--- config.mk ---
export PLATFORM = sky130hd
export DESIGN_NAME = imem_boot_loader
export DESIGN_NICKNAME = d
export VERILOG_FILES = /design/src/rtl/imem_boot_loader_pkg.sv /design/src/rtl/imem_word_assembler.sv /design/src/rtl/imem_boot_loader.sv
export SDC_FILE = /design/constraint.sdc
export NUM_CORES = 1
export LEC_CHECK = 0
export CORE_MARGIN = 2
export CORE_UTILIZATION = 50
export CTS_CLUSTER_DIAMETER = 100
export DETAILED_ROUTE_END_ITERATION = 8
export PLACE_DENSITY_LB_ADDON = 0.3
export SETUP_SLACK_MARGIN = 0.2
export SLEW_MARGIN = 10
export SYNTH_ARGS = -nofsm -noshare
export SYNTH_HDL_FRONTEND = slang
export SYNTH_HIERARCHICAL = 1
export SYNTH_SLANG_ARGS = --single-unit
--- constraint.sdc ---
create_clock -name clk -period 3 [get_ports clk]
set_input_delay 0.45 -clock clk [delete_from_list [all_inputs] [get_ports clk]]
set_output_delay 0.45 -clock clk [all_outputs]
set_load 0.01 [all_outputs]
--- src/rtl/imem_boot_loader_pkg.sv ---
// Shared constants, state encoding and header check for the I-mem boot loader.
package imem_boot_loader_pkg;

    localparam int DEPTH  = 64;
    localparam int ADDR_W = 6;
    localparam int PC_W   = 8;
    localparam int DATA_W = 32;

    localparam logic [DATA_W-1:0] NOP_WORD = 32'h0000_0000;

    typedef enum logic [2:0] {
        ST_HEADER = 3'd0,
        ST_LOAD   = 3'd1,
        ST_CLEAR  = 3'd2,
        ST_RUN    = 3'd3,
        ST_ERR    = 3'd4
    } state_e;

    // A header is legal when it names between 1 and DEPTH words.
    function automatic logic len_ok(input logic [7:0] n);
        return (n != 8'd0) && (n <= 8'(DEPTH));
    endfunction

endpackage

--- src/rtl/imem_word_assembler.sv ---
// Collects four accepted bytes MSB-first into one 32-bit word and flags the
// cycle on which the fourth byte arrives.
module imem_word_assembler
    import imem_boot_loader_pkg::*;
(
    input  logic              clk,
    input  logic              reset,
    input  logic              flush_i,
    input  logic              byte_vld_i,
    input  logic [7:0]        byte_i,
    output logic              word_vld_o,
    output logic [DATA_W-1:0] word_o
);

    logic [1:0]  cnt_q;
    logic [1:0]  cnt_d;
    logic [23:0] shift_q;
    logic [23:0] shift_d;

    always_comb begin
        cnt_d   = cnt_q;
        shift_d = shift_q;
        if (flush_i) begin
            cnt_d   = 2'd0;
            shift_d = 24'd0;
        end else if (byte_vld_i) begin
            cnt_d   = cnt_q + 2'd1;
            shift_d = {shift_q[15:0], byte_i};
        end
    end

    always_ff @(posedge clk) begin
        if (reset) begin
            cnt_q   <= 2'd0;
            shift_q <= 24'd0;
        end else begin
            cnt_q   <= cnt_d;
            shift_q <= shift_d;
        end
    end

    // The fourth byte is taken straight from the input so the top can register
    // the finished word on the same edge it is accepted.
    assign word_vld_o = byte_vld_i && !flush_i && (cnt_q == 2'd3);
    assign word_o     = {shift_q, byte_i};

endmodule

--- src/rtl/imem_boot_loader.sv ---
// Boot loader: streams a length-prefixed image into I-mem, NOP-fills the tail,
// then releases the CPU and lets the PC address I-mem directly.
module imem_boot_loader
    import imem_boot_loader_pkg::*;
(
    input  logic              clk,
    input  logic              reset,
    input  logic              rx_valid,
    input  logic [7:0]        rx_data,
    output logic              rx_ready,
    input  logic              reload,
    input  logic [PC_W-1:0]   pc_addr,
    output logic [ADDR_W-1:0] imem_addr,
    output logic [DATA_W-1:0] imem_wdata,
    output logic              imem_we,
    output logic              cpu_hold,
    output logic              cpu_pc_reset,
    output logic              load_done,
    output logic              err_len
);

    localparam logic [ADDR_W-1:0] LAST_ADDR = ADDR_W'(DEPTH - 1);
    localparam logic [ADDR_W:0]   DEPTH_CNT = (ADDR_W + 1)'(DEPTH);

    state_e              state_q;
    state_e              state_d;
    logic [ADDR_W:0]     nwords_q;
    logic [ADDR_W:0]     nwords_d;
    logic [ADDR_W:0]     word_idx_q;
    logic [ADDR_W:0]     word_idx_d;
    logic [ADDR_W-1:0]   addr_q;
    logic [ADDR_W-1:0]   addr_d;
    logic [DATA_W-1:0]   wdata_q;
    logic [DATA_W-1:0]   wdata_d;
    logic                we_q;
    logic                we_d;
    logic                pc_reset_q;
    logic                pc_reset_d;
    logic                err_q;
    logic                err_d;

    logic                accept;
    logic                asm_flush;
    logic                asm_byte_vld;
    logic                word_vld;
    logic [DATA_W-1:0]   word;
    logic                last_word_wr;
    logic                unused_pc_lsbs;

    assign rx_ready     = (state_q == ST_HEADER) || (state_q == ST_LOAD);
    assign accept       = rx_valid && rx_ready;
    assign asm_flush    = (state_q != ST_LOAD);
    assign asm_byte_vld = accept && (state_q == ST_LOAD);

    imem_word_assembler u_asm (
        .clk        (clk),
        .reset      (reset),
        .flush_i    (asm_flush),
        .byte_vld_i (asm_byte_vld),
        .byte_i     (rx_data),
        .word_vld_o (word_vld),
        .word_o     (word)
    );

    // The final image word is on the write port this cycle; leave LOAD next edge.
    assign last_word_wr = we_q && ({1'b0, addr_q} == (nwords_q - {{ADDR_W{1'b0}}, 1'b1}));

    always_comb begin
        state_d    = state_q;
        nwords_d   = nwords_q;
        word_idx_d = word_idx_q;
        addr_d     = addr_q;
        wdata_d    = wdata_q;
        we_d       = 1'b0;
        pc_reset_d = 1'b0;
        err_d      = err_q;

        case (state_q)
            ST_HEADER: begin
                if (accept) begin
                    if (len_ok(rx_data)) begin
                        nwords_d   = rx_data[ADDR_W:0];
                        word_idx_d = '0;
                        state_d    = ST_LOAD;
                    end else begin
                        err_d   = 1'b1;
                        state_d = ST_ERR;
                    end
                end
            end

            ST_LOAD: begin
                if (last_word_wr) begin
                    if (nwords_q < DEPTH_CNT) begin
                        state_d = ST_CLEAR;
                        we_d    = 1'b1;
                        addr_d  = nwords_q[ADDR_W-1:0];
                        wdata_d = NOP_WORD;
                    end else begin
                        state_d    = ST_RUN;
                        pc_reset_d = 1'b1;
                    end
                end else if (word_vld) begin
                    we_d       = 1'b1;
                    addr_d     = word_idx_q[ADDR_W-1:0];
                    wdata_d    = word;
                    word_idx_d = word_idx_q + {{ADDR_W{1'b0}}, 1'b1};
                end
            end

            ST_CLEAR: begin
                if (addr_q == LAST_ADDR) begin
                    state_d    = ST_RUN;
                    pc_reset_d = 1'b1;
                end else begin
                    we_d    = 1'b1;
                    addr_d  = addr_q + {{(ADDR_W-1){1'b0}}, 1'b1};
                    wdata_d = NOP_WORD;
                end
            end

            ST_RUN: begin
                if (reload) begin
                    state_d    = ST_HEADER;
                    nwords_d   = '0;
                    word_idx_d = '0;
                    addr_d     = '0;
                end
            end

            ST_ERR: begin
                err_d = 1'b1;
            end

            default: begin
                state_d = ST_HEADER;
            end
        endcase
    end

    always_ff @(posedge clk) begin
        if (reset) begin
            state_q    <= ST_HEADER;
            nwords_q   <= '0;
            word_idx_q <= '0;
            addr_q     <= '0;
            wdata_q    <= '0;
            we_q       <= 1'b0;
            pc_reset_q <= 1'b0;
            err_q      <= 1'b0;
        end else begin
            state_q    <= state_d;
            nwords_q   <= nwords_d;
            word_idx_q <= word_idx_d;
            addr_q     <= addr_d;
            wdata_q    <= wdata_d;
            we_q       <= we_d;
            pc_reset_q <= pc_reset_d;
            err_q      <= err_d;
        end
    end

    // In RUN the PC drives the read address with no register in the path.
    assign imem_addr      = (state_q == ST_RUN) ? pc_addr[PC_W-1:2] : addr_q;
    assign imem_wdata     = wdata_q;
    assign imem_we        = we_q;
    assign cpu_hold       = (state_q != ST_RUN);
    assign load_done      = (state_q == ST_RUN);
    assign cpu_pc_reset   = pc_reset_q;
    assign err_len        = err_q;
    assign unused_pc_lsbs = ^pc_addr[1:0];

endmodule

==> impl_summary.md, run 1 <==
Timing
The setup-violating endpoint count in the final report is 0. The setup TNS is 0 ps. For the pin with the worst max-slew slack, the measured transition is a little over 900 ps. The final count of pins violating max slew is 0. Setup repair after global routing left no endpoint under its margin. The worst clock skew is roughly 15 ps.

The final hold violation count is 0. Dividing the final minimum period by the clock period gives between 90% and 100%. Measured against its own limit, the worst slew margin works out to 37.9%. The highest clock frequency the design can meet is 368 MHz. The worst hold margin is around 460 ps. Counting I/O delays and the setup requirement, the final critical path takes between 2000 and 3000 ps.

GRT
The first global-routing pass estimated between 15000 and 20000 µm of wire. The number of antenna violations at the first check in global routing is 0. The global routing usage summed across all routing layers is around a fifth.

For this run the aggregate overflow at the end of global routing stands at 0. The maximum number of pins on one net before global-route repair is between 50 and 60. The via count of the first global-routing pass came to around 3400.

Clock network
The cell chosen for the clock root is sky130_fd_sc_hd__clkbuf_8. After clock tree synthesis, the clock-pin slew on the worst setup and hold paths is 90 ps. The number of hold buffers added after CTS was 0.

The clock reaches the later pin of the worst-skew pair after about 360 ps. The TritonCTS clock tree is built. The deepest level of the CTS H-tree is 3. For this design, the sink count on the clock tree is just over 80. The total clock buffers created by CTS is 9. The maximum number of buffers from clock root to sink is 2.

Synthesis
Summing the sequential cell areas from Yosys gives about two fifths of the chip area. In the post-synthesis netlist, the biggest area contributors are sky130_fd_sc_hd__dfxtp_1, sky130_fd_sc_hd__mux2i_1, sky130_fd_sc_hd__nand3_1. Summed over its instances, the top area cell type makes up about two fifths of the synthesized netlist area. Counting flops and latches in the post-synthesis netlist gives 83. The number of warnings issued by yosys is 6. The average footprint of a synthesized cell is 9.23 µm².

The async set-or-reset flop fraction in the synthesized netlist is 0%. The synthesized netlist cell count is approximately 470. The synthesized area is roughly 4300 µm². Counting flops with a built-in enable in the synthesized netlist gives 0. The cell taking the most area after synthesis is sky130_fd_sc_hd__dfxtp_1. The most used flip-flop cell after synthesis is sky130_fd_sc_hd__dfxtp_1.

In this run, distinct cell masters in the synthesized netlist total 59. Synthesis produced a netlist with a net count of roughly 490.

Power and ir drop
The clock share of power is between 30% and 40%. The net switching share of the total power is between 20% and 30%. The worst-case IR drop observed on VDD is 315 µV. The switching power is between 0.6 and 0.7 mW. The total power divided by cell area is between 400 and 500 nW/µm². Of the total power, registers draw slightly below 50%. Summed over all cells, the static leakage comes to ~1.7 nW. Internal power comes to 1.74 mW. The fraction of power consumed by combinational cells is roughly 17%.

Worst setup path
The category of the most critical setup path is flop to flop. The maximum fanout along the worst path is 8. The worst register-to-register path ends at imem_wdata[13]$_SDFFE_PP0P_.

The reg2reg setup slack is roughly 280 ps. STA puts the critical path data arrival time at ~3000 ps. The worst setup path is captured at a flop. The launch instance of the worst register-to-register path is nwords_q[0]$_SDFFE_PP0P_. The worst path required time is approximately 3300 ps. Measured in cells, the most critical reg-to-reg path has a length of 10. The worst setup path is launched from a flop.

Placement
The half-perimeter wire length after placement is around 6800 µm. The congestion estimate from routability-driven global placement came to between 0.8 and 0.9. Buffers placed on the I/O ports in this run total 61.

Floorplanning
The floorplan step defined a core boundary enclosing around 8300 µm². After floorplanning, the core was divided into 33 placement rows. The initial utilization of the core area, before any placement, comes to around half. The die extent in x is around 97 µm. The overall die area is 9340 µm². Measured along the y axis, the die boundary spans approximately 97 µm. During I/O placement, the number of pins put on the boundary was 64.

Route
The detail route stage leaves a number of antenna-violating nets equal to 0. Dividing the detail-routed via count by the number of cells gives 5.71. For this block, the via count after detailed routing is ~3600. The final routed wire length divided by cell count is around 17 µm. The detailed-routing iteration count for the pre-antenna-repair pass is 5. Wires add up to 10400 µm. The DRC violations left is 0. The count of routing violations after the opening detailed-route iteration is 214.

Finish
The number of antenna cells inserted is 0. Counting the fill cells in the layout gives a little over 700. The fraction of layout cells with a size suffix above 1 is 12.6%. After the last flow step, the layout net total stands at ~540. The signed area change from the synthesized netlist to the final layout is 20.6%.

Hold path
The instance count along the most critical hold path is 2. The tightest min-delay check is of the flop to flop type. The path with the worst hold slack has its endpoint at imem_wdata[28]$_SDFFE_PP0P_. The hold path startpoint is u_asm/shift_q[20]$_SDFFE_PP0P_.

Job
The max-capacitance violation count is 0.

Outcome
The run finished with clean final reports.
sequential cells by signal, summed over array words and instances, names as in the netlist:
signal         flops
cpu_pc_reset       1
nwords_q           7
err_len            1
addr_q             6
word_idx_q         6
imem_wdata        32
imem_we            1
u_asm/shift_q     24
u_asm/cnt_q        2
state_q            3
worst max path at each step:
stage                        startpoint                          end  slack (ps)  cells past startpoint
5_1_grt        nwords_q[0]$_SDFFE_PP0P_  imem_wdata[22]$_SDFFE_PP0P_         190                     10
3_3_place_gp                 rx_data[5]   word_idx_q[5]$_SDFFE_PP0P_          60                      8
2_1_floorplan  nwords_q[0]$_SDFFE_PP0P_  imem_wdata[10]$_SDFFE_PP0P_         440                     11
4_1_cts        nwords_q[0]$_SDFFE_PP0P_  imem_wdata[10]$_SDFFE_PP0P_         190                     10
3_5_place_dp                 rx_data[4]   word_idx_q[5]$_SDFFE_PP0P_          20                      8
6_report       nwords_q[0]$_SDFFE_PP0P_  imem_wdata[13]$_SDFFE_PP0P_         280                     10
routing by layer:
layer	vias up	track usage, %	part of all wire, %	routed length [µm]
met3	19	3.83	5.5	571
met2	118	33.2	45	4690
met5	-	0	0	0
met4	0	7.37	1.9	198
met1	1714	29.7	47	4900
li1	1729	-	-	-
repair_timing:
action,4_1_cts,5_1_grt
pin swaps,0,2
hold endpoints to repair,0,0
cloned,0,3
buffers inserted,0,2
setup endpoints to repair,1,45
resized for setup,0,9
cell families (layout without fill, tap and decap cells):
logic type | count (synthesis) | after routing | share of synthesized area [%]
compound gates | 72 | 72 | 12.3
xor+xnor | 14 | 14 | 2.86
fa+ha+maj | 4 | 4 | 1.17
buf+inv | 49 | 106 | 7.87
flops | 83 | 83 | 38.7
mux | 64 | 64 | 15.1
simple gates | 179 | 179 | 22.0
power by group through the flow:
stage	Clock (mW)	Sequential (mW)	Combinational (mW)
after floorplan	0	1.17	0.316
after global placement	0	1.19	0.376
after detailed placement	0	1.19	0.381
after CTS	0.848	1.17	0.383
after global routing	0.904	1.17	0.433
final	0.846	1.17	0.398
stage by stage:
step                      utilization (%)  power, mW  cell area, µm²  setup WS [ps]  cells
after floorplan                         -       1.48            4290            439    465
after global placement               58.9       1.57            4860           58.6    607
after detailed placement             58.9       1.57            4860           24.0    607
after CTS                            61.4       2.40            5070            194    622
after global routing                 62.7       2.51            5180            190    627
final                                62.7       2.41            5180            282    627
placed cells by master (no fill, tap or decap), types with 16 or more instances in the layout:
cell type,synthesis,final
sky130_fd_sc_hd__dfxtp_1,83,80
sky130_fd_sc_hd__buf_4,8,16
sky130_fd_sc_hd__nand2_1,18,18
sky130_fd_sc_hd__a21oi_1,26,26
sky130_fd_sc_hd__clkdlybuf4s50_1,0,61
sky130_fd_sc_hd__nand2b_1,34,34
sky130_fd_sc_hd__nand3_1,50,50
sky130_fd_sc_hd__mux2i_1,57,56
sky130_fd_sc_hd__nor2_1,40,39
worst max-delay path: stages (launching register included):
cell and delay [ps]:
sky130_fd_sc_hd__dfxtp_2 350, sky130_fd_sc_hd__inv_1 110, sky130_fd_sc_hd__ha_4 170, sky130_fd_sc_hd__or3b_4 420, sky130_fd_sc_hd__o31ai_4 320, sky130_fd_sc_hd__o311ai_4 190, sky130_fd_sc_hd__or3_4 390, sky130_fd_sc_hd__a21oi_2 140
sky130_fd_sc_hd__a21o_4 170, sky130_fd_sc_hd__buf_6 190, sky130_fd_sc_hd__mux2i_1 190
layout make-up:
cell class | instances | area [µm²] | share of cell area (%)
multi-input combinational | 333 | 2320 | 44.9
sequential | 83 | 1670 | 32.2
timing repair buffer | 81 | 812 | 15.7
clock buffer | 11 | 151 | 2.92
tap | 105 | 131 | 2.54
clock inverter | 4 | 56.3 | 1.09
inverter | 10 | 37.5 | 0.725
Yosys cell counts, types with 3 or more instances:
master,count
sky130_fd_sc_hd__a211oi_1,5
sky130_fd_sc_hd__a21o_1,5
sky130_fd_sc_hd__a21oi_1,26
sky130_fd_sc_hd__and3_1,7
sky130_fd_sc_hd__buf_12,3
sky130_fd_sc_hd__buf_4,8
sky130_fd_sc_hd__buf_6,7
sky130_fd_sc_hd__clkbuf_1,18
sky130_fd_sc_hd__dfxtp_1,83
sky130_fd_sc_hd__ha_1,4
sky130_fd_sc_hd__inv_1,10
sky130_fd_sc_hd__mux2_2,7
sky130_fd_sc_hd__mux2i_1,57
sky130_fd_sc_hd__nand2_1,18
sky130_fd_sc_hd__nand2b_1,34
sky130_fd_sc_hd__nand3_1,50
sky130_fd_sc_hd__nor2_1,40
sky130_fd_sc_hd__nor3_1,11
sky130_fd_sc_hd__o211ai_1,4
sky130_fd_sc_hd__o21ai_0,11
sky130_fd_sc_hd__xnor2_1,6
sky130_fd_sc_hd__xor2_1,8
Note: power is estimated with default switching activity, not from simulation.
==> run 2, diff against run 1 <==
- CORE_MARGIN: 2 -> 3
- HOLD_SLACK_MARGIN: default -> 0.06
==> run 2 against run 1 <==
Compared with the run above:
- sequential power barely moved
- clock skew barely moved
- final area rose by 0.92%
- final cell count rose by 0.64%
- maximum frequency rose by 1.0%
- global-route usage rose by 1.1 points
- register-to-register slack improved by 30 ps
- utilization rose by 0.58 points
- hold slack improved by 13 ps
- clock power rose by 12%
- total power rose by 5.1%
- largest power group unchanged
==> impl_summary.md, run 2 (synthesized netlist as in run 1, its figures left out) <==
Timing
The highest clock frequency the design can meet was 372 MHz (was 368 MHz). The final hold violation count is 0 (unchanged). The final count of pins violating max slew was 0 (unchanged). The slew of the pin with the lowest slew margin is 675 ps (was 931 ps). The worst clock skew is 14.9 ps (was 15.3 ps). The tightest slew margin relative to the limit is 54.9% (was 37.9%). Unrepaired setup endpoints after global routing: false (unchanged). The setup-violating endpoint count in the final report is 0 (unchanged). The setup TNS is 0 ps (unchanged).

The clock period minus final worst setup slack was 2690 ps (was 2720 ps). The post-route clock period utilization was 89.7% (was 90.6%).

Clock network
The CTS clock-pin slew for the worst setup and hold paths was 100 ps (was 90 ps). The total clock buffers created by CTS is 9 (unchanged). The deepest level of the CTS H-tree came to 3 (unchanged). The clock sink count is 83 (unchanged).

The TritonCTS clock tree was built (unchanged). The hold buffer count at CTS is 0 (unchanged). The cell chosen for the clock root is sky130_fd_sc_hd__clkbuf_8 (unchanged). The clock latency of the later-clocked register in the worst-skew pair is 360 ps (about the same).

The maximum number of buffers from clock root to sink is 2 (unchanged).

Power and ir drop
The total power divided by cell area is 485 nW/µm² (was 466 nW/µm²). The static leakage power is 1.77 nW (was 1.74 nW). The total power after layout is 2.53 mW (was 2.41 mW). The peak supply drop is 393 µV (was 315 µV).

Outcome
Status: finished clean (unchanged).

GRT
The total grt overflow was 0 (unchanged). The number of antenna violations at the first check in global routing is 0 (unchanged). The via count of the first global-routing pass came to 3536 (was 3361). The maximum number of pins on one net before global-route repair is 33 (was 56). The global routing usage summed across all routing layers is 22.4% (was 21.3%).

The first-pass GRT wire length is 17900 µm (was 16500 µm).

Placement
The half-perimeter wire length after placement is 7300 µm (was 6760 µm). The weighted congestion reported at the end of routability-driven placement is 0.918 (was 0.870). The number of port buffers is 61 (unchanged).

Finish
The number of nets in the layout is 545 (was 542). The most common cell after layout, fill and taps aside is sky130_fd_sc_hd__dfxtp_1 (unchanged). The fraction of layout cells with a size suffix above 1 is 14.1% (was 12.6%). Top library cells by usage in the layout, fill and taps aside: sky130_fd_sc_hd__dfxtp_1, sky130_fd_sc_hd__clkdlybuf4s50_1, sky130_fd_sc_hd__mux2i_1 (unchanged). The signed area change from the synthesized netlist to the final layout is 21.7% (was 20.6%). The number of antenna cells inserted is 0 (unchanged). The flip-flop count of the largest register, all copies and words added was 32 (unchanged).

Job
The max-capacitance violation count is 0 (unchanged).

Floorplanning
The overall die area is 9730 µm² (was 9340 µm²). The floorplan core area is 8260 µm² (unchanged). The number of top-level design ports is 64 (unchanged). The starting density of the core is 52.0% (unchanged). The floorplan row count is 33 (unchanged). The die extent in x is 98.6 µm (was 96.6 µm). The die height came to 98.6 µm (was 96.6 µm).

Hold path
The path type of the worst min-delay path is flop to flop (unchanged).

Worst setup path
The data arrival at the endpoint of the critical path is 2980 ps (was 3000 ps). The sort of element at the end of the critical path is a flop (unchanged). The maximum fanout along the worst path is 8 (unchanged). The category of the most critical setup path is flop to flop (unchanged).

The worst path required time is 3290 ps (was 3280 ps). The startpoint type of the worst setup path is a flop (unchanged).

Route
The mean number of vias per cell was 5.70 (was 5.71). The DRC violations left is 0 (unchanged). The remaining antenna violation count came to 0 (unchanged).

The count of routing violations after the opening detailed-route iteration was 254 (was 214). The final routed wire length divided by cell count is 16.9 µm (was 16.5 µm). The total vias in the final route is 3599 (was 3580). The detailed-routing iteration count for the pre-antenna-repair pass is 5 (unchanged). The total length of routed wires was 10700 µm (was 10400 µm).
run 2: repair_timing:
item / 4_1_cts / 5_1_grt
gates resized for setup: 4 / 10
setup buffers: 1 / 3
pin swaps: 2 / 3
gates cloned: 1 / 0
setup endpoints to repair: 22 / 40
run 2: final cells by class:
| cell class | count | area (µm²) |
|---|---|---|
| inverters | 10 | 37.5 |
| clock buffers | 9 | 124 |
| fillers | 712 | 3030 |
| repair buffers | 84 | 837 |
| multi-input cells | 333 | 2320 |
| flip-flops and latches | 83 | 1670 |
| well taps | 105 | 131 |
| clock inverters | 7 | 105 |
run 2: critical path, cell delays in order (launching register included):
cell and delay, ps:
sky130_fd_sc_hd__dfxtp_2 370, sky130_fd_sc_hd__inv_2 90, sky130_fd_sc_hd__ha_4 160, sky130_fd_sc_hd__or3b_4 420
sky130_fd_sc_hd__nor3b_4 290, sky130_fd_sc_hd__o311ai_4 170, sky130_fd_sc_hd__or3_4 390, sky130_fd_sc_hd__a21oi_2 140
sky130_fd_sc_hd__a21o_4 140, sky130_fd_sc_hd__bufbuf_16 280, sky130_fd_sc_hd__mux2i_1 180
run 2: per-layer routing:
metal / GRT usage [%] / part of all wire (%) / vias to the layer above
li1: - / - / 1738
met1: 31.6 / 47 / 1735
met2: 34.9 / 47 / 116
met3: 4.88 / 4.8 / 10
met4: 5.67 / 0.87 / 0
met5: 0 / 0 / -
run 2: where the power goes:
part	internal [mW]	switching, mW
combinational	0.183	0.231
sequential	1.12	0.0474
clock	0.486	0.463
total	1.79	0.742
run 2: worst paths after layout:
| check | start | endpoint | slack [ps] | depth (start not counted) |
|---|---|---|---|---|
| max | nwords_q[0]$_SDFFE_PP0P_ | imem_wdata[6]$_SDFFE_PP0P_ | 310 | 10 |
| min | u_asm/shift_q[22]$_SDFFE_PP0P_ | imem_wdata[30]$_SDFFE_PP0P_ | 480 | 2 |
| max reg2reg | nwords_q[0]$_SDFFE_PP0P_ | imem_wdata[6]$_SDFFE_PP0P_ | 310 | 10 |
| min reg2reg | u_asm/shift_q[22]$_SDFFE_PP0P_ | imem_wdata[30]$_SDFFE_PP0P_ | 480 | 2 |
run 2: stage by stage:
stage / area (µm²) / hold WS (ps) / utilization [%] / worst slack (ps) / instances
floorplan: 4290 / 449 / - / 439 / 465
global placement: 4900 / 459 / 59.3 / 74.8 / 610
detailed placement: 4900 / 461 / 59.3 / 19.1 / 610
CTS: 5180 / 477 / 62.7 / 207 / 628
global route: 5230 / 498 / 63.3 / 200 / 631
finish: 5230 / 477 / 63.3 / 309 / 631
==> run 3, diff against run 2 <==
- CORE_ASPECT_RATIO: default -> 1.25
==> run 3 against run 2 <==
Compared with the run above:
- final cell count decreased by 0.63%
- total power decreased by 4.1%
- setup slack got worse by 81 ps
- maximum frequency decreased by 2.9%
- critical path type unchanged
==> impl_summary.md, run 3 (synthesized netlist as in run 1, its figures left out) <==
Worst setup path
The maximum fanout along the worst path came to 8 (unchanged). The worst path required time came to 3300 ps (was 3290 ps). The startpoint type of the worst setup path is a flop (unchanged). CP cell instances: inv_4, ha_4, or3b_4, o31ai_4, o311ai_4, or3_4, a21oi_4, a21o_4, clkbuf_16, mux2i_1 (was inv_2, ha_4, or3b_4, nor3b_4, o311ai_4, or3_4, a21oi_2, a21o_4, bufbuf_16, mux2i_1).

The delay of the slowest cell on the worst path is 440 ps (was 420 ps). The data arrival at the endpoint of the critical path is 3070 ps (was 2980 ps). The worst-path cell with the longest stage delay is sky130_fd_sc_hd__or3_4 (was sky130_fd_sc_hd__or3b_4). The sort of element at the end of the critical path is a flop (unchanged). The category of the most critical setup path is flop to flop (unchanged).

Finish
The flip-flop count of the largest register, all copies and words added came to 32 (unchanged). Top library cells by usage in the layout, fill and taps aside: sky130_fd_sc_hd__dfxtp_1, sky130_fd_sc_hd__clkdlybuf4s50_1, sky130_fd_sc_hd__mux2i_1 (unchanged). The number of antenna cells inserted is 0 (unchanged). The number of nets in the layout is 549 (was 545). The summed area of non-filler cells in the final layout is 5270 µm² (was 5230 µm²). The most common cell after layout, fill and taps aside is sky130_fd_sc_hd__dfxtp_1 (unchanged). The area used by sequential logic in the layout is 1670 µm² (about the same). The signed area change from the synthesized netlist to the final layout is 22.7% (was 21.7%). The fraction of layout cells with a size suffix above 1 is 14.2% (was 14.1%). The area of the multi-input gates was 2330 µm² (was 2320 µm²).

The count of fill cells added during filler insertion is 688 (was 712).

Timing
The worst hold margin is 479 ps (was 477 ps). The final count of pins violating max slew was 0 (unchanged). The tightest slew margin relative to the limit came to 59.8% (was 54.9%). The clock period minus final worst setup slack was 2770 ps (was 2690 ps). The post-route clock period utilization is 92.4% (was 89.7%).

The setup TNS is 0 ps (unchanged). The slew of the pin with the lowest slew margin is 602 ps (was 675 ps). Unrepaired setup endpoints after global routing: true (was false). The worst clock skew came to 11.6 ps (was 14.9 ps). The setup-violating endpoint count in the final report came to 0 (unchanged).

The final hold violation count is 0 (unchanged). The highest clock frequency the design can meet came to 361 MHz (was 372 MHz).

Route
The final routed wire length divided by cell count is 17.1 µm (was 16.9 µm). The total length of routed wires is 10700 µm (about the same). The count of routing violations after the opening detailed-route iteration is 236 (was 254). The remaining antenna violation count is 0 (unchanged). The mean number of vias per cell is 5.75 (was 5.70).

The total vias in the final route is 3608 (was 3599). The detailed-routing iteration count for the pre-antenna-repair pass came to 5 (unchanged). The DRC violations left came to 0 (unchanged).

Placement
The weighted congestion reported at the end of routability-driven placement was 0.908 (was 0.918). The number of port buffers came to 61 (unchanged). The half-perimeter wire length after placement is 7070 µm (was 7300 µm). The area after detailed placement came to 4880 µm² (was 4900 µm²).

GRT
The maximum number of pins on one net before global-route repair came to 33 (unchanged). The global routing usage summed across all routing layers is 22.4% (about the same). The total grt overflow is 0 (unchanged).

The first-pass GRT wire length came to 16900 µm (was 17900 µm). The number of antenna violations at the first check in global routing is 0 (unchanged). The via count of the first global-routing pass came to 3498 (was 3536).

Clock network
The clock sink count is 83 (unchanged). The total clock buffers created by CTS is 9 (unchanged). The deepest level of the CTS H-tree was 3 (unchanged).

The cell chosen for the clock root is sky130_fd_sc_hd__clkbuf_8 (unchanged). The CTS clock-pin slew for the worst setup and hold paths was 90 ps (was 100 ps). The clock latency of the later-clocked register in the worst-skew pair came to 370 ps (was 360 ps). The TritonCTS clock tree is built (unchanged). The maximum number of buffers from clock root to sink is 2 (unchanged).

Power and ir drop
The total power divided by cell area came to 461 nW/µm² (was 485 nW/µm²). The peak supply drop came to 231 µV (was 393 µV). The static leakage power is 1.78 nW (was 1.77 nW).

Floorplanning
The starting density of the core is 51.8% (was 52.0%). The overall die area is 9740 µm² (was 9730 µm²). The floorplan row count is 37 (was 33). The die extent in x is 88.9 µm (was 98.6 µm). The floorplan core area is 8290 µm² (was 8260 µm²).

The die height is 110 µm (was 98.6 µm). The number of top-level design ports is 64 (unchanged).

Job
The max-capacitance violation count is 0 (unchanged).

Hold path
The path type of the worst min-delay path is flop to flop (unchanged).

Outcome
Status: finished clean (unchanged).
[run 3: cell count changes in the layout (fill, tap and decap cells not counted), sizes merged]
cell | previous run | this run
buf | 22 | 24
bufbuf | 1 | 0
bufinv | 2 | 1
clkbuf | 9 | 12
clkinv | 1 | 2
clkinvlp | 0 | 1
inv | 14 | 13
[run 3: timing repair]
action                     4_1_cts  5_1_grt
pin swaps                        1        5
hold buffers                     0        0
resized for setup                2       13
setup buffers                    0        4
setup endpoints to repair       27       44
cloned                           1        3
[run 3: layout make-up]
type | count | share of cell area [%]
timing repair buffer | 88 | 17.1
sequential | 83 | 31.7
clock inverter | 7 | 1.59
inverter | 10 | 0.808
clock buffer | 9 | 2.35
tap | 97 | 2.30
multi-input combinational | 333 | 44.2
[run 3: critical path: cells and delay by family, from the launching register on]
kind	cells	cell delay [ps]
compound gates	4	890
simple gates	2	860
flops	1	370
buf+inv	2	270
mux	1	190
fa+ha+maj	1	130
[run 3: final timing paths]
| check | slack [ps] | from | to | cells past startpoint |
|---|---|---|---|---|
| worst max register to register | 230 | nwords_q[1]$_SDFFE_PP0P_ | imem_wdata[5]$_SDFFE_PP0P_ | 10 |
| worst min-delay path | 480 | imem_wdata[31]$_SDFFE_PP0P_ | imem_wdata[31]$_SDFFE_PP0P_ | 2 |
| worst min register to register | 480 | imem_wdata[31]$_SDFFE_PP0P_ | imem_wdata[31]$_SDFFE_PP0P_ | 2 |
| worst max-delay path | 230 | nwords_q[1]$_SDFFE_PP0P_ | imem_wdata[5]$_SDFFE_PP0P_ | 10 |
[run 3: power by group]
part	internal [mW]	switching (mW)	total [mW]
Clock	0.399	0.447	0.846
Combinational	0.185	0.227	0.412
Sequential	1.12	0.0491	1.17
Total	1.71	0.724	2.43
[run 3: routing by layer]
layer,wire length [µm],part of all wire [%],track usage [%],up-vias
li1,-,-,-,1752
met1,4440,41,28.4,1687
met2,5220,49,35.1,131
met3,576,5.4,4.35,38
met4,510,4.7,13.1,0
met5,0,0,0,-
[run 3: per-stage QoR]
stage	setup slack [ps]	std cells	utilization, %	total power [mW]
after CTS	223	620	61.8	2.42
after floorplan	439	465	-	1.48
after global routing	129	627	63.6	2.53
after global placement	36.7	603	58.9	1.58
after detailed placement	20.3	603	58.9	1.58
final	228	627	63.6	2.43
